`src/rtl/latch_input_conditioner.sv`:
```
// latch_input_conditioner
//
// Front end for the lab-board NAND-gate D latch. It synchronizes and
// debounces a raw data switch and a raw enable button. Each accepted press
// becomes one fixed-width enable pulse, and the data value is frozen for
// the whole of that pulse.
//
// Parameters:
//   DEBOUNCE_CYCLES  clocks an input must disagree with its debounced level
//                    before that level flips (>= 1)
//   EN_PULSE_CYCLES  width of E in clocks per accepted press (>= 1)
//
// Ports:
//   clk          system clock, all state on the rising edge
//   rst          asynchronous, active-high reset
//   sw_d         raw data switch, asynchronous to clk
//   btn_e        raw enable button, asynchronous to clk, active-high
//   D            registered data to the latch
//   E            registered enable pulse to the latch
//   btn_level    debounced button level
//   press_count  accepted presses, modulo 256

// Two-flop synchronizer followed by a counting debouncer. The debounced
// level flips once the synchronized input has disagreed with it for
// CYCLES consecutive clocks; any agreement clears the count.
module latch_input_conditioner_debounce #(
    parameter int CYCLES = 1
) (
    input  logic clk,
    input  logic rst,
    input  logic raw,
    output logic level
);
    localparam int CNT_W = $clog2(CYCLES + 1);

    logic [1:0]       sync_q;
    logic [CNT_W-1:0] cnt;

    // NOTE: sequential state uses non-blocking assignments so that every
    // flop samples the pre-edge values; blocking here would collapse the
    // two synchronizer stages into one.
    always_ff @(posedge clk or posedge rst) begin
        if (rst) begin
            sync_q <= '0;
        end else begin
            sync_q <= {sync_q[0], raw};
        end
    end

    // The flip happens on the edge where the count would reach CYCLES, so
    // the level changes CYCLES clocks after the synchronized value does.
    always_ff @(posedge clk or posedge rst) begin
        if (rst) begin
            cnt   <= '0;
            level <= 1'b0;
        end else if (sync_q[1] == level) begin
            cnt <= '0;
        end else if (cnt == CNT_W'(CYCLES - 1)) begin
            cnt   <= '0;
            level <= sync_q[1];
        end else begin
            cnt <= cnt + CNT_W'(1);
        end
    end
endmodule

module latch_input_conditioner #(
    parameter int DEBOUNCE_CYCLES = 1000000,
    parameter int EN_PULSE_CYCLES = 4
) (
    input  logic       clk,
    input  logic       rst,
    input  logic       sw_d,
    input  logic       btn_e,
    output logic       D,
    output logic       E,
    output logic       btn_level,
    output logic [7:0] press_count
);
    localparam int PC_W = $clog2(EN_PULSE_CYCLES + 1);

    typedef enum logic [1:0] {
        IDLE,
        PULSE,
        WAIT_RELEASE
    } state_t;

    state_t          state, state_next;
    logic [PC_W-1:0] pulse_cnt, pulse_cnt_next;
    logic            sw_level;
    logic            btn_prev;
    logic            btn_rise;

    latch_input_conditioner_debounce #(.CYCLES(DEBOUNCE_CYCLES)) u_db_btn (
        .clk   (clk),
        .rst   (rst),
        .raw   (btn_e),
        .level (btn_level)
    );

    latch_input_conditioner_debounce #(.CYCLES(DEBOUNCE_CYCLES)) u_db_sw (
        .clk   (clk),
        .rst   (rst),
        .raw   (sw_d),
        .level (sw_level)
    );

    always_ff @(posedge clk or posedge rst) begin
        if (rst) begin
            btn_prev <= 1'b0;
        end else begin
            btn_prev <= btn_level;
        end
    end

    assign btn_rise = btn_level & ~btn_prev;

    always_ff @(posedge clk or posedge rst) begin
        if (rst) begin
            state     <= IDLE;
            pulse_cnt <= '0;
        end else begin
            state     <= state_next;
            pulse_cnt <= pulse_cnt_next;
        end
    end

    // NOTE: every always_comb output is given a default before the case so
    // no path leaves it unassigned, which would otherwise infer a latch.
    always_comb begin
        state_next     = state;
        pulse_cnt_next = pulse_cnt;
        case (state)
            IDLE: begin
                if (btn_rise) begin
                    state_next     = PULSE;
                    pulse_cnt_next = '0;
                end
            end
            PULSE: begin
                // The pulse counter marks the clocks already spent in PULSE;
                // on the last one the FSM moves on.
                if (pulse_cnt == PC_W'(EN_PULSE_CYCLES - 1)) begin
                    state_next     = WAIT_RELEASE;
                    pulse_cnt_next = '0;
                end else begin
                    pulse_cnt_next = pulse_cnt + PC_W'(1);
                end
            end
            WAIT_RELEASE: begin
                // A rising edge cannot coincide with leaving this state,
                // since leaving requires the debounced button to be low.
                if (!btn_level) begin
                    state_next = IDLE;
                end
            end
            default: begin
                state_next = IDLE;
            end
        endcase
    end

    // Outputs are registered so E is glitch-free at the latch. E tracks the
    // next state so it is high exactly while the FSM sits in PULSE. D
    // follows the debounced switch except while in PULSE, so the value
    // captured on the IDLE->PULSE edge is held for the whole pulse.
    always_ff @(posedge clk or posedge rst) begin
        if (rst) begin
            D           <= 1'b0;
            E           <= 1'b0;
            press_count <= '0;
        end else begin
            E <= (state_next == PULSE);
            if (state != PULSE) begin
                D <= sw_level;
            end
            if (state == IDLE && btn_rise) begin
                press_count <= press_count + 8'd1;
            end
        end
    end
endmodule

```
`config.mk`:
```
export PLATFORM = sky130hd
export DESIGN_NAME = latch_input_conditioner
export DESIGN_NICKNAME = d
export VERILOG_FILES = /design/src/rtl/latch_input_conditioner.sv
export SDC_FILE = /design/constraint.sdc
export NUM_CORES = 1
export LEC_CHECK = 0
export ABC_AREA = 1
export CORE_MARGIN = 2
export CORE_UTILIZATION = 45
export CTS_BUF_LIST = sky130_fd_sc_hd__clkbuf_8
export DETAILED_ROUTE_END_ITERATION = 8
export SYNTH_ARGS = -nofsm -noshare
export SYNTH_HDL_FRONTEND = slang
export SYNTH_SLANG_ARGS = --single-unit
```
`constraint.sdc`:
```
create_clock -name clk -period 4.2 [get_ports clk]
set_input_delay 0.63 -clock clk [delete_from_list [all_inputs] [get_ports clk]]
set_output_delay 0.63 -clock clk [all_outputs]
set_load 0.01 [all_outputs]
```
==> flow_summary.yaml, run 1 <==
cells_and_area:
  final-seq-area_mm2: 0.00155
  numnets_final: 405
  multiInputGateArea_mm2: 0.00142
  finalInstanceArea_mm2: 0.00358
  antenna-diode-count: 0
  fillers: 660
  utilization_pct: 52.9
  area_delta_synth_final_pct: 15.0
  post_layout_nonfiller_instances: 482
  drive_above_1_share_pct: 11.9
clocking:
  clock_sinks: 62
  clock_buffer_count_from_cts: 9
  number_of_gates_resized_after_cts: 0
  clock_tree.root_cell: "clkbuf_8"
  clk_path_buf_depth: 2
  htreeDepth: 3
  clock_insertion_delay_worst_skew_ns: 0.34
  holdBufCountCts: 0
  tritoncts: "done"
  clk_pin_slew_ns: 0.07
  cts_setup_buffers: 0
timing:
  timing_max_transition_violations_final: 0
  max_freq_mhz: 490
  worst_pin_slew_ns: 0.847
  maxSlewHeadroom_pct: 43.4
  worst_clock_skew_ns: 0.00739
  fin_tns_setup_ns: 0
  final.period_utilization_pct: 48.6
  number_of_hold_violations_in_the_final_report: 0
  rsz0062_at_grt: "no"
  setup_viol_count_final: 0
  fin_crit_period_ns: 2.04
global_route:
  number_of_global_route_vias_before_repair: 2353
  number_of_antenna_violations_at_the_first_check_in_global_routing: 0
  gr-usage-all-layers_pct: 17.9
  grt-ovfl-total: 0
  grt_pass1_wl_mm: 10.6
  grt_max_degree: 42
floorplanning:
  io_pins: 15
  coreArea_mm2: 0.00676
  die-height_um: 87.2
  floorplan.die.width_um: 87.2
  die_area_mm2: 0.00760
  initial_standard_cell_utilization_of_the_core_pct: 46.1
  floorplan.rows: 30
synthesis:
  synth_warnings: 0
  yosys.area.top_type_share_pct: 49.9
  synth_top_cell_by_area: "dfrtp_1"
  synth_edf_count: 0
  post-synth-top-count-cell: "nor2_1"
  synthesis.area_per_instance_um2: 8.36
  synth_fp_nets: 380
  yosysUniqueCellTypes: 21
  post_synth_inst_count: 372
  post_synth_main_area_contributors: "dfrtp_1 50%, nor2_1 10%, nand2_1 8.4%, nand3_1 5.1%, xor2_1 4.8%"
  postSynthRegisterBits: 62
  netlist_area_mm2: 0.00311
  synthTopCellsByCount: "86 x nor2_1, 70 x nand2_1, 62 x dfrtp_1, 34 x inv_1, 32 x nand3_1"
  synth_sequential_area_ratio_pct: 49.9
  most_frequently_used_flop_master_after_synthesis: "dfrtp_1"
  synth_async_sr_flop_share_pct: 100
place:
  io_buffer_count: 14
  post_dp_cell_area_mm2: 0.00335
  post-dp-hpwl_mm: 4.31
  instance_count_after_placement_with_tap_cells_included: 466
  placer_congestion: 0.818
setup_path:
  critical_path_arrival_ns: 1.41
  critical-path-max-stage-delay_ns: 0.60
  critPathSlowestCell: "clkdlybuf4s50_1"
  critical_path.max_fanout: 6
  regToRegSetupSlack_ns: 2.61
  crit_required_ns: 3.57
  r2r_startpoint: "u_db_btn.level$_DFFE_PP0P_"
  crit_chain: "clkdlybuf4s50_1"
  path_delay_family: "buffers and inverters"
  timing.critical_path.buf_inv: 1
  crit_path_end_kind: "output pin"
  startpoint_type: "flop"
  r2r.worst_path.cells: 5
  type_of_the_setup_path_with_the_least_slack: "reg -> out"
  rr_endpoint: "press_count[7]$_DFFE_PP0P_"
power:
  combPwrFrac_pct: 2.9
  clkPwrFrac_pct: 47.5
  cellLeakagePower_nw: 1.55
  power_switching_uw: 275
  maximum_resistive_drop_on_vdd_mv: 0.249
  power.share.sequential_pct: 49.7
  internal-power_uw: 949
  sw_frac_of_total_pct: 22.5
  power_density_mw_per_mm2: 342
run_status:
  status: "finished clean"
detailed_routing:
  drt_wl_total_mm: 5.97
  post-route-drc-count: 0
  drt.antenna.violating_nets: 0
  routed-via-count: 2362
  drt_first_iter_violations: 118
  vias_per_cell: 4.90
  drt-pass1-iter-count: 4
  route.detailed.wl_per_inst_um: 12.4
hold_path:
  cell_count_of_the_worst_hold_path: 0
  min_path_type: "reg -> reg"
  timing.hold.worst.start: "u_db_sw.sync_q[0]$_DFF_PP0_"
  holdPathEnd: "u_db_sw.sync_q[1]$_DFF_PP0_"
job:
  cap_violations: 0
-- registers in the layout, indices dropped and copies added, names as in the netlist --
register,cells
pulse_cnt,3
u_db_btn.sync_q,2
E,1
u_db_btn.cnt,20
state,2
u_db_sw.cnt,20
u_db_sw.level,1
D,1
u_db_sw.sync_q,2
u_db_btn.level,1
btn_prev,1
press_count,8
-- per-stage QoR --
stage | setup slack [ns] | power [mW] | hold WS (ns)
after floorplan | 2.03 | 0.644 | 0.331
after detailed placement | 2.17 | 0.656 | 0.337
final | 2.16 | 1.22 | 0.351
after global placement | 2.18 | 0.655 | 0.335
after global routing | 2.08 | 1.27 | 0.354
after CTS | 2.13 | 1.24 | 0.353
-- cell usage in the layout, fill, tap and decap left out --
cell              n
nor2_1           86
nand2_1          70
dfrtp_1          62
inv_1            33
nand3_1          32
xor2_1           17
clkdlybuf4s50_1  14
xnor2_1          10
clkbuf_8          9
nor2_2            7
nand4_1           6
nand2_2           6
nor2_4            6
nor3_1            6
o21ai_0           6
a21oi_1           5
nand3_2           4
inv_2             4
ha_1              4
o21ai_1           3
clkinv_4          3
xor2_2            2
nor3b_2           2
bufinv_16         2
clkinvlp_4        1
clkinv_2          1
buf_4             1
-- cell type report --
cell class                 count  share of cell area (%)
sequential                    62                    43.4
multi-input combinational    272                    39.6
timing repair buffer          15                    4.13
inverter                      37                    3.88
clock buffer                   9                    3.46
tap                           80                    2.80
clock inverter                 7                    2.76
-- kinds of logic (layout without fill, tap and decap cells) --
logic type / after synthesis / after routing / share of synthesized area [%]
AND/OR/NAND/NOR: 225 / 225 / 33.0
flip-flops: 62 / 62 / 49.9
buffers and inverters: 38 / 68 / 4.62
XOR/XNOR: 29 / 29 / 8.64
AO/OA/AOI/OAI: 14 / 14 / 2.25
adder cells (fa/ha/maj): 4 / 4 / 1.61
-- power groups by stage --
stage               sequential [mW]  combinational, mW  clock (mW)
detailed placement            0.620             0.0368           0
global route                  0.609             0.0411       0.625
global placement              0.619             0.0361           0
floorplan                     0.619             0.0251           0
CTS                           0.608             0.0367       0.599
finish                        0.608             0.0349       0.581
-- per-layer routing --
metal | global-route usage, % | part of all wire [%]
met1 | 23.0 | 48
met2 | 28.8 | 47
met3 | 5.78 | 3.2
met4 | 5.87 | 1.2
met5 | 0 | 0
-- worst max-delay path by stage --
| stage | slack [ns] | to | cells after the start | startpoint |
|---|---|---|---|---|
| after floorplan | 2.03 | D$_DFFE_PP0N_ | 1 | rst |
| after global routing | 2.08 | btn_level | 1 | u_db_btn.level$_DFFE_PP0P_ |
| final | 2.16 | btn_level | 1 | u_db_btn.level$_DFFE_PP0P_ |
| after global placement | 2.18 | u_db_sw.cnt[12]$_DFF_PP0_ | 3 | rst |
| after detailed placement | 2.17 | pulse_cnt[2]$_DFFE_PP0P_ | 3 | rst |
| after CTS | 2.13 | btn_level | 1 | u_db_btn.level$_DFFE_PP0P_ |
No activity file was read; power rests on OpenSTA's default activity.
==> run 2: changes to the inputs <==
clock period = 1.7 ns   (was 4.2 ns; I/O delays follow)
==> run 2 against run 1 <==
Register-to-register slack worse by 2.3 ns. Sequential cell count unchanged. Sequential share of layout area up 0.26 points. Non-clock buffer count rose by 1.
==> flow_summary.yaml, run 2 (synthesized netlist as in run 1, its figures left out) <==
run_status:
  status: "finished clean"
power:
  power_density_mw_per_mm2: 783
  maximum_resistive_drop_on_vdd_mv: 0.468
  cellLeakagePower_nw: 1.53
floorplanning:
  io_pins: 15
  initial_standard_cell_utilization_of_the_core_pct: 46.1
  die-height_um: 87.2
  floorplan.rows: 30
  coreArea_mm2: 0.00676
  die_area_mm2: 0.00760
  floorplan.die.width_um: 87.2
setup_path:
  crit_path_start: "u_db_btn.level$_DFFE_PP0P_"
  startpoint_type: "flop"
  critical_path_arrival_ns: 1.35
  rr_endpoint: "u_db_sw.cnt[16]$_DFF_PP0_"
  crit_chain: "clkdlybuf4s50_1"
  timing.critical_path.buf_inv: 1
  crit_required_ns: 1.44
  crit_path_end_kind: "output pin"
  r2r_startpoint: "u_db_sw.cnt[0]$_DFF_PP0_"
  timing.critical_path.to: "btn_level"
  type_of_the_setup_path_with_the_least_slack: "reg -> out"
  cp_num_cells: 1
  critical_path.max_fanout: 6
  critPathSlowestCell: "clkdlybuf4s50_1"
  path_delay_family: "buffers and inverters"
  regToRegSetupSlack_ns: 0.27
  critical-path-max-stage-delay_ns: 0.57
  r2r.worst_path.cells: 9
clocking:
  tritoncts: "done"
  clock_tree.root_cell: "clkbuf_8"
  clock_sinks: 62
  htreeDepth: 3
  clock_buffer_count_from_cts: 9
  cts_setup_buffers: 0
  clk_pin_slew_ns: 0.08
  clk_path_buf_depth: 2
  clock_insertion_delay_worst_skew_ns: 0.34
cells_and_area:
  fillers: 659
  area_delta_synth_final_pct: 14.4
  reg.largest.list: "u_db_btn.cnt (20), u_db_sw.cnt (20), press_count (8)"
  mostFrequentLayoutCell: "nor2_1"
  drive_above_1_share_pct: 12.4
  numnets_final: 406
  multiInputGateArea_mm2: 0.00142
  final-seq-area_mm2: 0.00155
  antenna-diode-count: 0
  layout_common_cells: "86 x nor2_1, 70 x nand2_1, 61 x dfrtp_1"
job:
  cap_violations: 0
detailed_routing:
  drt.antenna.violating_nets: 0
  route.detailed.wl_per_inst_um: 12.3
  drt-pass1-iter-count: 4
  routed-via-count: 2409
  post-route-drc-count: 0
  drt_first_iter_violations: 121
  drt_wl_total_mm: 5.94
  vias_per_cell: 4.99
timing:
  final.period_utilization_pct: 94.2
  fin_tns_setup_ns: 0
  timing.hold.ws_ns: 0.327
  fin_crit_period_ns: 1.60
  worst_clock_skew_ns: 0.00978
  max_freq_mhz: 624
  timing_max_transition_violations_final: 0
  number_of_hold_violations_in_the_final_report: 0
  worst_pin_slew_ns: 0.343
  maxSlewHeadroom_pct: 77.1
  setup_viol_count_final: 0
  rsz0062_at_grt: "no"
global_route:
  number_of_antenna_violations_at_the_first_check_in_global_routing: 0
  gr-usage-all-layers_pct: 18.1
  grt_max_degree: 63
  grt_pass1_wl_mm: 10.8
  grt-ovfl-total: 0
  number_of_global_route_vias_before_repair: 2419
place:
  io_buffer_count: 14
  post-dp-hpwl_mm: 4.34
  placer_congestion: 0.893
hold_path:
  min_path_type: "in -> async"
[run 2: per-layer routing]
| layer | routed length (µm) | global-route usage, % | vias to the layer above |
|---|---|---|---|
| met1 | 2750 | 23.2 | 1135 |
| met2 | 2910 | 30.1 | 41 |
| li1 | - | - | 1221 |
| met5 | 0 | 0 | - |
| met4 | 106 | 7.41 | 0 |
| met3 | 177 | 3.51 | 12 |
[run 2: what timing repair did]
action | in CTS | in global routing
hold endpoints to repair | 0 | 0
hold buffers | 0 | 0
resized for setup | 1 | 0
endpoints found under the setup margin | 1 | 0
[run 2: area by class of cell]
class,count,share of cell area [%]
inverters,37,4.01
multi-input cells,272,39.8
well taps,80,2.81
repair buffers,16,4.71
clock buffers,9,3.48
clock inverters,7,1.55
flip-flops and latches,62,43.6
[run 2: power breakdown]
| part | internal [mW] | switching, mW | leakage, nW | total, mW |
|---|---|---|---|---|
| combinational | 0.0283 | 0.0616 | 0.590 | 0.0899 |
| clock | 0.546 | 0.647 | 0.0870 | 1.19 |
| sequential | 1.49 | 0.0122 | 0.851 | 1.50 |
[run 2: worst min path at each step]
stage,from,end,cells after the start
floorplan,btn_e,u_db_btn.sync_q[0]$_DFF_PP0_,0
global placement,u_db_sw.sync_q[0]$_DFF_PP0_,u_db_sw.sync_q[1]$_DFF_PP0_,0
detailed placement,u_db_btn.sync_q[0]$_DFF_PP0_,u_db_btn.sync_q[1]$_DFF_PP0_,0
CTS,btn_e,u_db_btn.sync_q[0]$_DFF_PP0_,1
global route,sw_d,u_db_sw.sync_q[0]$_DFF_PP0_,1
finish,rst,press_count[7]$_DFFE_PP0P_,3
[run 2: per-stage QoR]
step,area [µm²],setup slack [ns],total power [mW],instances,util (%)
after floorplan,3120,0.428,1.59,372,-
after CTS,3560,0.0711,2.84,483,52.7
after global placement,3380,0.276,1.62,467,50.0
final,3560,0.0987,2.78,483,52.7
after detailed placement,3380,0.265,1.63,467,50.0
after global routing,3560,0.0313,2.91,483,52.7
